===== config.mk =====
export PLATFORM = sky130hd
export DESIGN_NAME = exp7_mostra_sequencia
export DESIGN_NICKNAME = d
export VERILOG_FILES = /design/src/rtl/exp7_mostra_sequencia_pkg.sv /design/src/rtl/exp7_mostra_sequencia_temporizador.sv /design/src/rtl/exp7_mostra_sequencia.sv
export SDC_FILE = /design/constraint.sdc
export NUM_CORES = 1
export LEC_CHECK = 0
export CAP_MARGIN = 0
export CORE_UTILIZATION = 25
export DETAILED_ROUTE_END_ITERATION = 16
export GPL_TIMING_DRIVEN = 0
export HOLD_SLACK_MARGIN = 0.15
export PLACE_DENSITY = 0.56
export SYNTH_ARGS = -nofsm -noshare
export SYNTH_HDL_FRONTEND = slang
export SYNTH_SLANG_ARGS = --single-unit
export TNS_END_PERCENT = 100

===== constraint.sdc =====
create_clock -name clock -period 2.7 [get_ports clock]
set_input_delay 0.81 -clock clock [delete_from_list [all_inputs] [get_ports clock]]
set_output_delay 0.81 -clock clock [all_outputs]
set_load 0.01 [all_outputs]

===== src/rtl/exp7_mostra_sequencia_pkg.sv =====
// Shared definitions for the sequence playback unit: state codes, the
// address/data width defaults that the RAM and control unit also use, and
// the timer width helper.
package exp7_mostra_sequencia_pkg;

    localparam int ADDR_W_PADRAO = 4;
    localparam int DATA_W_PADRAO = 4;

    typedef enum logic [2:0] {
        ST_IDLE    = 3'd0,
        ST_LE      = 3'd1,
        ST_CAPTURA = 3'd2,
        ST_ACESO   = 3'd3,
        ST_APAGADO = 3'd4,
        ST_FIM     = 3'd5
    } estado_t;

    // The timer only ever holds T-1, so ceil(log2(max(T_ON,T_OFF))) bits are
    // enough; never narrower than one bit.
    function automatic int largura_temporizador(input int t_on, input int t_off);
        int maior;
        int w;
        maior = (t_on > t_off) ? t_on : t_off;
        w     = $clog2(maior);
        return (w < 1) ? 1 : w;
    endfunction

endpackage


===== src/rtl/exp7_mostra_sequencia_temporizador.sv =====
// Loadable down-counter used to time the lit and dark slots of each move.
// It stops at zero rather than wrapping.
module exp7_temporizador #(
    parameter int W = 4
) (
    input  logic         clock,
    input  logic         reset,
    input  logic         carrega,
    input  logic [W-1:0] valor,
    input  logic         conta,
    output logic         zero
);

    logic [W-1:0] r_contagem;

    // Load has priority over counting; counting saturates at zero.
    always_ff @(posedge clock or posedge reset) begin
        if (reset) begin
            r_contagem <= '0;
        end else if (carrega) begin
            r_contagem <= valor;
        end else if (conta && (r_contagem != '0)) begin
            r_contagem <= r_contagem - 1'b1;
        end
    end

    assign zero = (r_contagem == '0);

endmodule


===== src/rtl/exp7_mostra_sequencia.sv =====
// Sequence playback unit: reads moves 0..rodada from the synchronous
// sequence RAM and shows each one on the LEDs for T_ON cycles followed by
// T_OFF dark cycles, then pulses fim.
module exp7_mostra_sequencia
    import exp7_mostra_sequencia_pkg::*;
#(
    parameter int ADDR_W = ADDR_W_PADRAO,
    parameter int DATA_W = DATA_W_PADRAO,
    parameter int T_ON   = 500,
    parameter int T_OFF  = 250
) (
    input  logic              clock,
    input  logic              reset,
    input  logic              iniciar,
    input  logic              parar,
    input  logic [ADDR_W-1:0] rodada,
    input  logic [DATA_W-1:0] dado_ram,
    output logic [ADDR_W-1:0] endereco,
    output logic [DATA_W-1:0] leds,
    output logic              ocupado,
    output logic              fim,
    output logic [2:0]        db_estado
);

    localparam int            TW          = largura_temporizador(T_ON, T_OFF);
    localparam logic [TW-1:0] CARGA_ACESO = TW'(T_ON - 1);
    localparam logic [TW-1:0] CARGA_APAGA = TW'(T_OFF - 1);

    estado_t           r_estado;
    estado_t           w_proximo;
    logic [ADDR_W-1:0] r_endereco;
    logic [ADDR_W-1:0] r_ultimo;
    logic [DATA_W-1:0] r_leds;
    logic              w_zero;
    logic              w_carrega;
    logic              w_conta;
    logic [TW-1:0]     w_valor;
    logic              w_ultimo_endereco;
    logic              w_inicio;

    assign w_ultimo_endereco = (r_endereco == r_ultimo);
    assign w_inicio          = (r_estado == ST_IDLE) && iniciar;

    // State register.
    always_ff @(posedge clock or posedge reset) begin
        if (reset) begin
            r_estado <= ST_IDLE;
        end else begin
            r_estado <= w_proximo;
        end
    end

    // Next-state logic; parar overrides everything, unused codes recover to IDLE.
    always_comb begin
        w_proximo = r_estado;
        if (parar) begin
            w_proximo = ST_IDLE;
        end else begin
            case (r_estado)
                ST_IDLE:    if (iniciar) w_proximo = ST_LE;
                ST_LE:      w_proximo = ST_CAPTURA;
                ST_CAPTURA: w_proximo = ST_ACESO;
                ST_ACESO:   if (w_zero) w_proximo = ST_APAGADO;
                ST_APAGADO: begin
                    if (w_zero) begin
                        w_proximo = w_ultimo_endereco ? ST_FIM : ST_LE;
                    end
                end
                ST_FIM:     w_proximo = ST_IDLE;
                default:    w_proximo = ST_IDLE;
            endcase
        end
    end

    // Timer control: load the lit time on capture, the dark time when the lit
    // time runs out, and clear it on abort.
    always_comb begin
        w_carrega = 1'b0;
        w_valor   = '0;
        w_conta   = 1'b0;
        if (parar) begin
            w_carrega = 1'b1;
        end else begin
            case (r_estado)
                ST_CAPTURA: begin
                    w_carrega = 1'b1;
                    w_valor   = CARGA_ACESO;
                end
                ST_ACESO: begin
                    w_conta = 1'b1;
                    if (w_zero) begin
                        w_carrega = 1'b1;
                        w_valor   = CARGA_APAGA;
                    end
                end
                ST_APAGADO: w_conta = 1'b1;
                default: ;
            endcase
        end
    end

    exp7_temporizador #(
        .W (TW)
    ) u_temporizador (
        .clock   (clock),
        .reset   (reset),
        .carrega (w_carrega),
        .valor   (w_valor),
        .conta   (w_conta),
        .zero    (w_zero)
    );

    // Read address and last-address latch; the end comparison happens before
    // any increment, so the address never wraps.
    always_ff @(posedge clock or posedge reset) begin
        if (reset) begin
            r_endereco <= '0;
            r_ultimo   <= '0;
        end else if (parar) begin
            r_endereco <= '0;
        end else if (w_inicio) begin
            r_endereco <= '0;
            r_ultimo   <= rodada;
        end else if ((r_estado == ST_APAGADO) && w_zero && !w_ultimo_endereco) begin
            r_endereco <= r_endereco + 1'b1;
        end
    end

    // LED register: latch the RAM word on capture, go dark when the lit time ends.
    always_ff @(posedge clock or posedge reset) begin
        if (reset) begin
            r_leds <= '0;
        end else if (parar) begin
            r_leds <= '0;
        end else if (r_estado == ST_CAPTURA) begin
            r_leds <= dado_ram;
        end else if ((r_estado == ST_ACESO) && w_zero) begin
            r_leds <= '0;
        end
    end

    // Status outputs decoded straight from the state register.
    always_comb begin
        ocupado   = (r_estado != ST_IDLE);
        fim       = (r_estado == ST_FIM);
        db_estado = r_estado;
    end

    assign endereco = r_endereco;
    assign leds     = r_leds;

endmodule


Word-level counts from Yosys, hierarchy flattened
Cells that the tools add are included.
Word-level totals
  bits in registers: 24
  bits of input ports: 12
  output and inout port bits: 13
  logic and storage cells: 55
Operators by class
  $add $sub $neg: 2
  equal/unequal tests: 9
  multiplexer cells: 22
  bitwise operators: 1
  reductions and logical operators: 16
Operators with widths (number)
  $mux W9: 3
  $mux W4: 6
  $pmux W9 S2: 1
  $mux W3: 5
  $pmux W3 S5: 1
  $logic_not A9 Y1: 1
  $ne A3 B3 Y1 const B: 3
  $reduce_bool A3 Y1: 3
  $reduce_bool A9 Y1: 1
  $sub A9 B1 Y9 const B: 1
  $mux W8: 1
  $eq A3 B2 Y1 const B: 2
  $eq A3 B3 Y1 const B: 2
  $logic_and A1 B1 Y1: 5
  $add A4 B1 Y4 const B: 1
  $eq A4 B4 Y1: 1
  $mux W1: 4
  $eq A3 B1 Y1 const B: 1
  $logic_not A3 Y1: 1
  $reduce_and A3 Y1: 1
  $pmux W1 S2: 1
  $reduce_and A2 Y1: 1
  $reduce_bool A2 Y1: 1
  $reduce_or A2 Y1: 1
  2 further kinds: 2

Longest topological paths before layout
Gate-level depths: netlist (run 1).
  word-level depth: 7
  mapped depth: 8

Cells and area by module
A second synthesis (run 1) with hierarchy kept.
Unflattened totals
  cell total of the unflattened synthesis: 150
  area total of the unflattened synthesis: 1415.1 um^2
Modules (own cells, without submodules)
  exp7_mostra_sequencia: times used 1, cells an instance 81, area each 818.3 um^2, seq. area each 375.4 um^2
  exp7_temporizador: times used 1, cells an instance 69, area each 596.8 um^2, seq. area each 225.2 um^2

Worst setup path before layout (run 1)
OpenSTA, ideal clock, no wires.
  path type: register -> register
  from: register u_temporizador.r_contagem[0]
  to: register r_endereco[3] (netlist: endereco[3])
  arrival: 2.177 ns
  setup slack: 0.446 ns
  cell stages (with the launch flop): 9
  buffers on the path: 2
  clock period less this slack: 2.254 ns
  cell sequence: dfrtp_1 inv_1 ha_1 or4b_1 buf_2 or3_1 clkbuf_2 or4_1 a21oi_1
On the way
  longest elaborated chain between the ends: 4
RTL lines
  start, declared: RTL line exp7_mostra_sequencia_temporizador.sv:14  | logic [W-1:0] r_contagem;
  start signal, assigned: RTL line exp7_mostra_sequencia_temporizador.sv:21  | r_contagem <= valor;
  start signal, assigned: RTL line exp7_mostra_sequencia_temporizador.sv:23  | r_contagem <= r_contagem - 1'b1;
  $logic_not A9 Y1: RTL line exp7_mostra_sequencia_temporizador.sv:27  | assign zero = (r_contagem == '0);
  $logic_and A1 B1 Y1 (2 in a row): RTL line exp7_mostra_sequencia.sv:124  | end else if ((r_estado == ST_APAGADO) && w_zero && !w_ultimo_endereco) begin
  $reduce_bool A3 Y1 (no line)
  end signal, assigned: RTL line exp7_mostra_sequencia.sv:125  | r_endereco <= r_endereco + 1'b1;
  end, declared: RTL line exp7_mostra_sequencia.sv:31  | logic [ADDR_W-1:0] r_endereco;
Every way passes these cells.
A chain may end at the register's enable or synchronous reset.

Final worst setup path (run 1)
  from: register r_estado[1] (netlist: db_estado[1])
  to: output port ocupado
On the way
  longest elaborated chain between the ends: 1
RTL lines
  start, declared: RTL line exp7_mostra_sequencia.sv:29  | estado_t r_estado;
  start signal, assigned: RTL line exp7_mostra_sequencia.sv:49  | r_estado <= w_proximo;
  $reduce_bool A3 Y1: RTL line exp7_mostra_sequencia.sv:144  | ocupado = (r_estado != ST_IDLE);
  end, declared: RTL line exp7_mostra_sequencia.sv:20  | output logic ocupado,
Every way passes these cells.

==> results_dict.tcl, run 1 <==
set metrics [dict create \
    slew_headroom_pct 28.8 \
    cts-buffers-inserted 3 \
    cap_viol_max_count 0 \
    initial_core_util_pct 25.8 \
    worstHoldPathType "reg -> reg" \
    finalCriticalPeriod_ps 2570 \
    io_buffer_count 23 \
    postCtsSetupRepairBufs 0 \
    synth-edff-count 0 \
    clock_tree.root_cell "clkbuf_8" \
    worst-setup-path-type "reg -> out" \
    synthesis.area_um2 1320 \
    number_of_global_route_vias_before_repair 1032 \
    detail-route-antenna-nets 0 \
    max_freq_mhz 389 \
    ys_async_sr_fraction_pct 100 \
    diodes 0 \
    power-per-cell-area_nw_per_um2 557 \
    area.growth.synth_to_final_pct 29.2 \
    floorplan.die.width_um 74.7 \
    clock_path_buffers 2 \
    cts_tree "built" \
    setup_viol 0 \
    final_design_area_no_fill_um2 1710 \
    drt_pass_1_iters 4 \
    finalNetCount 176 \
    post_cts_resized 0 \
    via_count 1154 \
    layout_common_cells "dfrtp_1 (24), clkdlybuf4s50_1 (23), nor4_1 (9)" \
    timing.final.max_slew_violations 0 \
    grt_use_total_pct 12.0 \
    clk_latency_ps 270 \
    worstSetupEndpointType "output pin" \
    yosysSeqAreaShare_pct 45.5 \
    crit_chain "clkbuf_1 -> or3_1 -> clkdlybuf4s50_1" \
    fp-row-count 26 \
    fin_worst_skew_ps 4.27 \
    hold-worst-slack_ps 512 \
    wire_per_inst_um 13.0 \
    detailed_placement_hpwl_um 2130 \
    largest_voltage_drop_on_the_vdd_net_v 0.000206 \
    synth_area_per_cell_um2 9.78 \
    gr-total-overflow 0 \
    clock-sinks 24 \
    synthFlopType "dfrtp_1" \
    grt_first_pass_wirelength_um 5100 \
    syn_nets 149 \
    cts_hold_repair.buffers 0 \
    critical_path_required_ps 1890 \
    floorplan.io_pins 25 \
    path_clk_slew_ps 90 \
    grt_max_degree 25 \
    drt_drc_violations_left 0 \
    antenna_found_initial 0 \
    dpl-instance-area_um2 1640 \
    post-place-ws_ps 251 \
    core_area_um2 5110 \
    power.static_leakage_uw 0.000691 \
    timing.critical_path.slowest_stage_cell "clkdlybuf4s50_1" \
    final.fill_count 548 \
    minimum_setup_slack_in_the_final_design_ps 128 \
    ctsHtreeMaxLevel 1 \
    worstSetupStartpointType "flop" \
    min_period_over_period_pct 95.3 \
    layout_commonest_cell "dfrtp_1" \
    cp_slowest_stage_delay_ps 500 \
    final_layout_size_suffix_gt1_share_pct 8.07 \
    setup_total_negative_slack_ps 0 \
    ys_ff_latch 24 \
    drt-vias-per-instance 5.00 \
    outcome "finished, final reports clean" \
    dieArea_um2 5570 \
    ys_types 41 \
    timing.critical_path.arrival_ps 1760 \
    post-place-cells 228 \
    hold_viol 0 \
    place.gp.congestion 0.777 \
    drtIter0Drc 69 \
    yosys_warnings 0 \
    crit_fanout 9 \
    final-instance-count-excl-fill 231 \
    rsz_0062_raised_after_global_routing "no" \
    max_slew.worst_pin.slew_ps 1060 \
    syn-instance-count 135 \
    die-height_um 74.7 \
    detail_route.wirelength_um 3010 \
]
-- worst paths after layout --
kind,startpoint,slack [ps],to,cells after the start
worst max-delay path,db_estado[1],130,ocupado,3
worst min-delay path,leds[0],510,leds[0],1
worst max register to register,u_temporizador.r_contagem[0],280,endereco[3],8
min in group asynchronous,reset,1040,leds[3],2
worst min register to register,leds[0],510,leds[0],1
max in group asynchronous,reset,1090,u_temporizador.r_contagem[5],2
-- metrics by stage --
step           util [%]  power, uW
6_report           33.4        949
5_1_grt            33.4       1000
4_1_cts            33.5        961
3_5_place_dp       32.1        636
3_3_place_gp       32.1        633
2_1_floorplan         -        563
-- area by class of cell --
class	instances	area (um2)	share of cell area (%)
multi-input combinational	95	657	38.5
sequential	24	601	35.2
timing repair buffer	23	230	13.5
tap	70	87.6	5.14
clock buffer	3	41.3	2.42
clock inverter	1	30.0	1.76
inverter	8	30.0	1.76
buffer	7	28.8	1.69
-- Yosys cell counts, drive strengths merged, types with 2 or more instances --
master,n,share of area (%)
a22o,4,2.7
xor2,4,2.7
a21oi,8,3.0
clkbuf,7,2.1
or3,4,1.9
a21boi,2,1.1
inv,8,2.3
dfrtp,24,45
o31ai,3,1.7
nor2,6,1.7
nor4,9,4.3
nor3b,2,1.1
ha,2,1.9
a221oi,3,2.0
a2bb2oi,2,1.3
nand2b,2,0.95
mux2,4,3.4
or2,2,0.95
nor3,8,3.0
or4,5,2.8
and3,4,1.9
o21ai,5,1.9
-- sequential cells by signal (all words and copies together) (netlist names) --
| register | count |
|---|---|
| db_estado | 3 |
| endereco | 4 |
| leds | 4 |
| r_ultimo | 4 |
| u_temporizador.r_contagem | 9 |
-- worst max-delay path, delay by kind of cell (launching register included) --
kind	cells	cell delay, ps
and+or+nand+nor	1	420
buffers and inverters	2	690
DFF	1	380
-- kinds of logic (layout without fill, tap and decap cells) --
kind of cell / after synthesis / in the layout / share of synthesized area [%]
mux: 4 / 4 / 3.41
xor+xnor: 4 / 4 / 2.65
flops: 24 / 24 / 45.5
fa+ha+maj: 2 / 2 / 1.90
compound gates: 36 / 36 / 19.3
simple gates: 49 / 49 / 22.5
buf+inv: 16 / 42 / 4.74
-- power breakdown --
part	switching [uW]	internal, uW
clock	125	198
combinational	103	94.1
sequential	32.5	396
-- metal layers --
layer / GRT usage, % / routed length, um
met5: 0 / 0
met4: 1.89 / 18
met1: 17.7 / 1500
met3: 3.21 / 108
met2: 17.7 / 1390
Power figures use the tool's default switching activity.
==> inputs of run 2 (changes only) <==
--- a/config.mk
+++ b/config.mk
@@ -6,11 +6,12 @@
 export NUM_CORES = 1
 export LEC_CHECK = 0
 export CAP_MARGIN = 0
-export CORE_UTILIZATION = 25
+export CORE_UTILIZATION = 45
 export DETAILED_ROUTE_END_ITERATION = 16
+export GPL_ROUTABILITY_DRIVEN = 0
 export GPL_TIMING_DRIVEN = 0
 export HOLD_SLACK_MARGIN = 0.15
-export PLACE_DENSITY = 0.56
+export PLACE_DENSITY = 0.83
 export SYNTH_ARGS = -nofsm -noshare
 export SYNTH_HDL_FRONTEND = slang
 export SYNTH_SLANG_ARGS = --single-unit
==> results_dict.tcl, run 2 (same netlist as run 1, synthesis figures left out) <==
set metrics [dict create \
    crit_family "buffers and inverters" \
    cp_slowest_stage_delay_ps 490 \
    number_of_global_route_vias_before_repair 1165 \
    detail_route.wirelength_um 3160 \
    power.static_leakage_uw 0.000683 \
    drt_pass_1_iters 4 \
    wire_per_inst_um 16.4 \
    clock_path_buffers 2 \
    post_cts_resized 0 \
    io_buffer_count 23 \
    drt_drc_violations_left 0 \
    drtIter0Drc 65 \
    via_count 1227 \
    worst-setup-path-type "reg -> out" \
    path_clk_slew_ps 140 \
    fp-row-count 19 \
    core_area_um2 2760 \
    floorplan.io_pins 25 \
    largest_register_ffs 9 \
    die-height_um 56.2 \
    postCtsSetupRepairBufs 0 \
    cts_hold_repair.buffers 0 \
    final_layout_size_suffix_gt1_share_pct 8.07 \
    grt_use_total_pct 20.8 \
    max_freq_mhz 380 \
    final-instance-count-excl-fill 192 \
    timing.critical_path.arrival_ps 1820 \
    finalNetCount 176 \
    worstSetupStartpointType "flop" \
    detail-route-antenna-nets 0 \
    top_register "u_temporizador.r_contagem" \
    finalCriticalPeriod_ps 2630 \
    path_buf_inv 2 \
    drt-vias-per-instance 6.39 \
    clock-sinks 24 \
    ctsHtreeMaxLevel 1 \
    min_period_over_period_pct 97.5 \
    timing.critical_path.slowest_stage_cell "clkdlybuf4s50_1" \
    crit_fanout 9 \
    clk_latency_ps 320 \
    fin_worst_skew_ps 4.21 \
    worstSetupEndpointType "output pin" \
    diodes 0 \
    post-place-cells 189 \
    detailed_placement_hpwl_um 2200 \
    setup_viol 0 \
    cts_tree "built" \
    layout_common_cells "dfrtp_1 (24), clkdlybuf4s50_1 (23), nor4_1 (9)" \
    rsz_0062_raised_after_global_routing "no" \
    floorplan.die.width_um 56.2 \
    area.growth.synth_to_final_pct 24.1 \
    clock_tree.root_cell "clkbuf_4" \
    outcome "finished, final reports clean" \
    max_slew.worst_pin.slew_ps 1040 \
    r2r_setup_slack_ps 250 \
    slew_headroom_pct 30.2 \
    timing.final.max_slew_violations 0 \
    grt_max_degree 25 \
    hold_viol 0 \
    antenna_found_initial 0 \
    setup_total_negative_slack_ps 0 \
    cts-buffers-inserted 3 \
    crit_chain "clkbuf_1 -> or3_1 -> clkdlybuf4s50_1" \
    layout_commonest_cell "dfrtp_1" \
    largest_voltage_drop_on_the_vdd_net_v 0.000361 \
    initial_core_util_pct 47.9 \
    critical_path_required_ps 1890 \
    grt_first_pass_wirelength_um 5220 \
    power-per-cell-area_nw_per_um2 549 \
    cap_viol_max_count 0 \
    dieArea_um2 3150 \
    worstHoldPathType "reg -> reg" \
    gr-total-overflow 0 \
]
-- run 2: area by class of cell --
type                            instances  area, um2
Sequential cell                        24        601
Timing Repair Buffer                   23        230
Clock buffer                            3       22.5
Tap cell                               31       38.8
Inverter                                8       30.0
Fill cell                             249       1120
Buffer                                  7       28.8
Clock inverter                          1       30.0
Multi-Input combinational cell         95        657
-- run 2: power by group --
part	internal [uW]	switching [uW]	leakage (uW)	total, uW
clock network	150	117	0.0000279	267
logic	94.7	107	0.000342	202
registers	396	33.7	0.000314	430
total	641	257	0.000683	899
-- run 2: worst paths after layout --
check | startpoint | cells after the start | to
setup / recovery | db_estado[1] | 3 | ocupado
setup reg to reg | u_temporizador.r_contagem[0] | 8 | endereco[2]
hold / removal | leds[3] | 1 | leds[3]
max in group asynchronous | reset | 2 | u_temporizador.r_contagem[6]
hold reg to reg | leds[3] | 1 | leds[3]
min in group asynchronous | reset | 2 | r_ultimo[0]
-- run 2: stage by stage --
step | instance area, um2 | hold slack [ps] | utilization (%) | worst slack, ps | total power (uW)
final | 1640 | 522 | 59.4 | 68.0 | 899
after global routing | 1640 | 547 | 59.4 | 3.02 | 942
after CTS | 1640 | 529 | 59.4 | 65.5 | 905
after detailed placement | 1590 | 492 | 57.6 | 289 | 637
after global placement | 1590 | 488 | 57.6 | 335 | 624
after floorplan | 1320 | 473 | - | 446 | 563
-- run 2: per-layer routing --
| metal | GRT usage [%] | vias up | wire length (um) |
|---|---|---|---|
| li1 | - | 572 | - |
| met5 | 0 | - | 0 |
| met3 | 2.33 | 4 | 162 |
| met1 | 27.2 | 596 | 1430 |
| met4 | 7.32 | 0 | 19 |
| met2 | 35.5 | 55 | 1540 |
==> inputs of run 3 (changes only) <==
--- a/config.mk
+++ b/config.mk
@@ -7,6 +7,7 @@
 export LEC_CHECK = 0
 export CAP_MARGIN = 0
 export CORE_UTILIZATION = 45
+export CTS_CLUSTER_SIZE = 40
 export DETAILED_ROUTE_END_ITERATION = 16
 export GPL_ROUTABILITY_DRIVEN = 0
 export GPL_TIMING_DRIVEN = 0
==> results of run 3 <==
The final DEF is identical to that of run 2; final timing and power are the same.
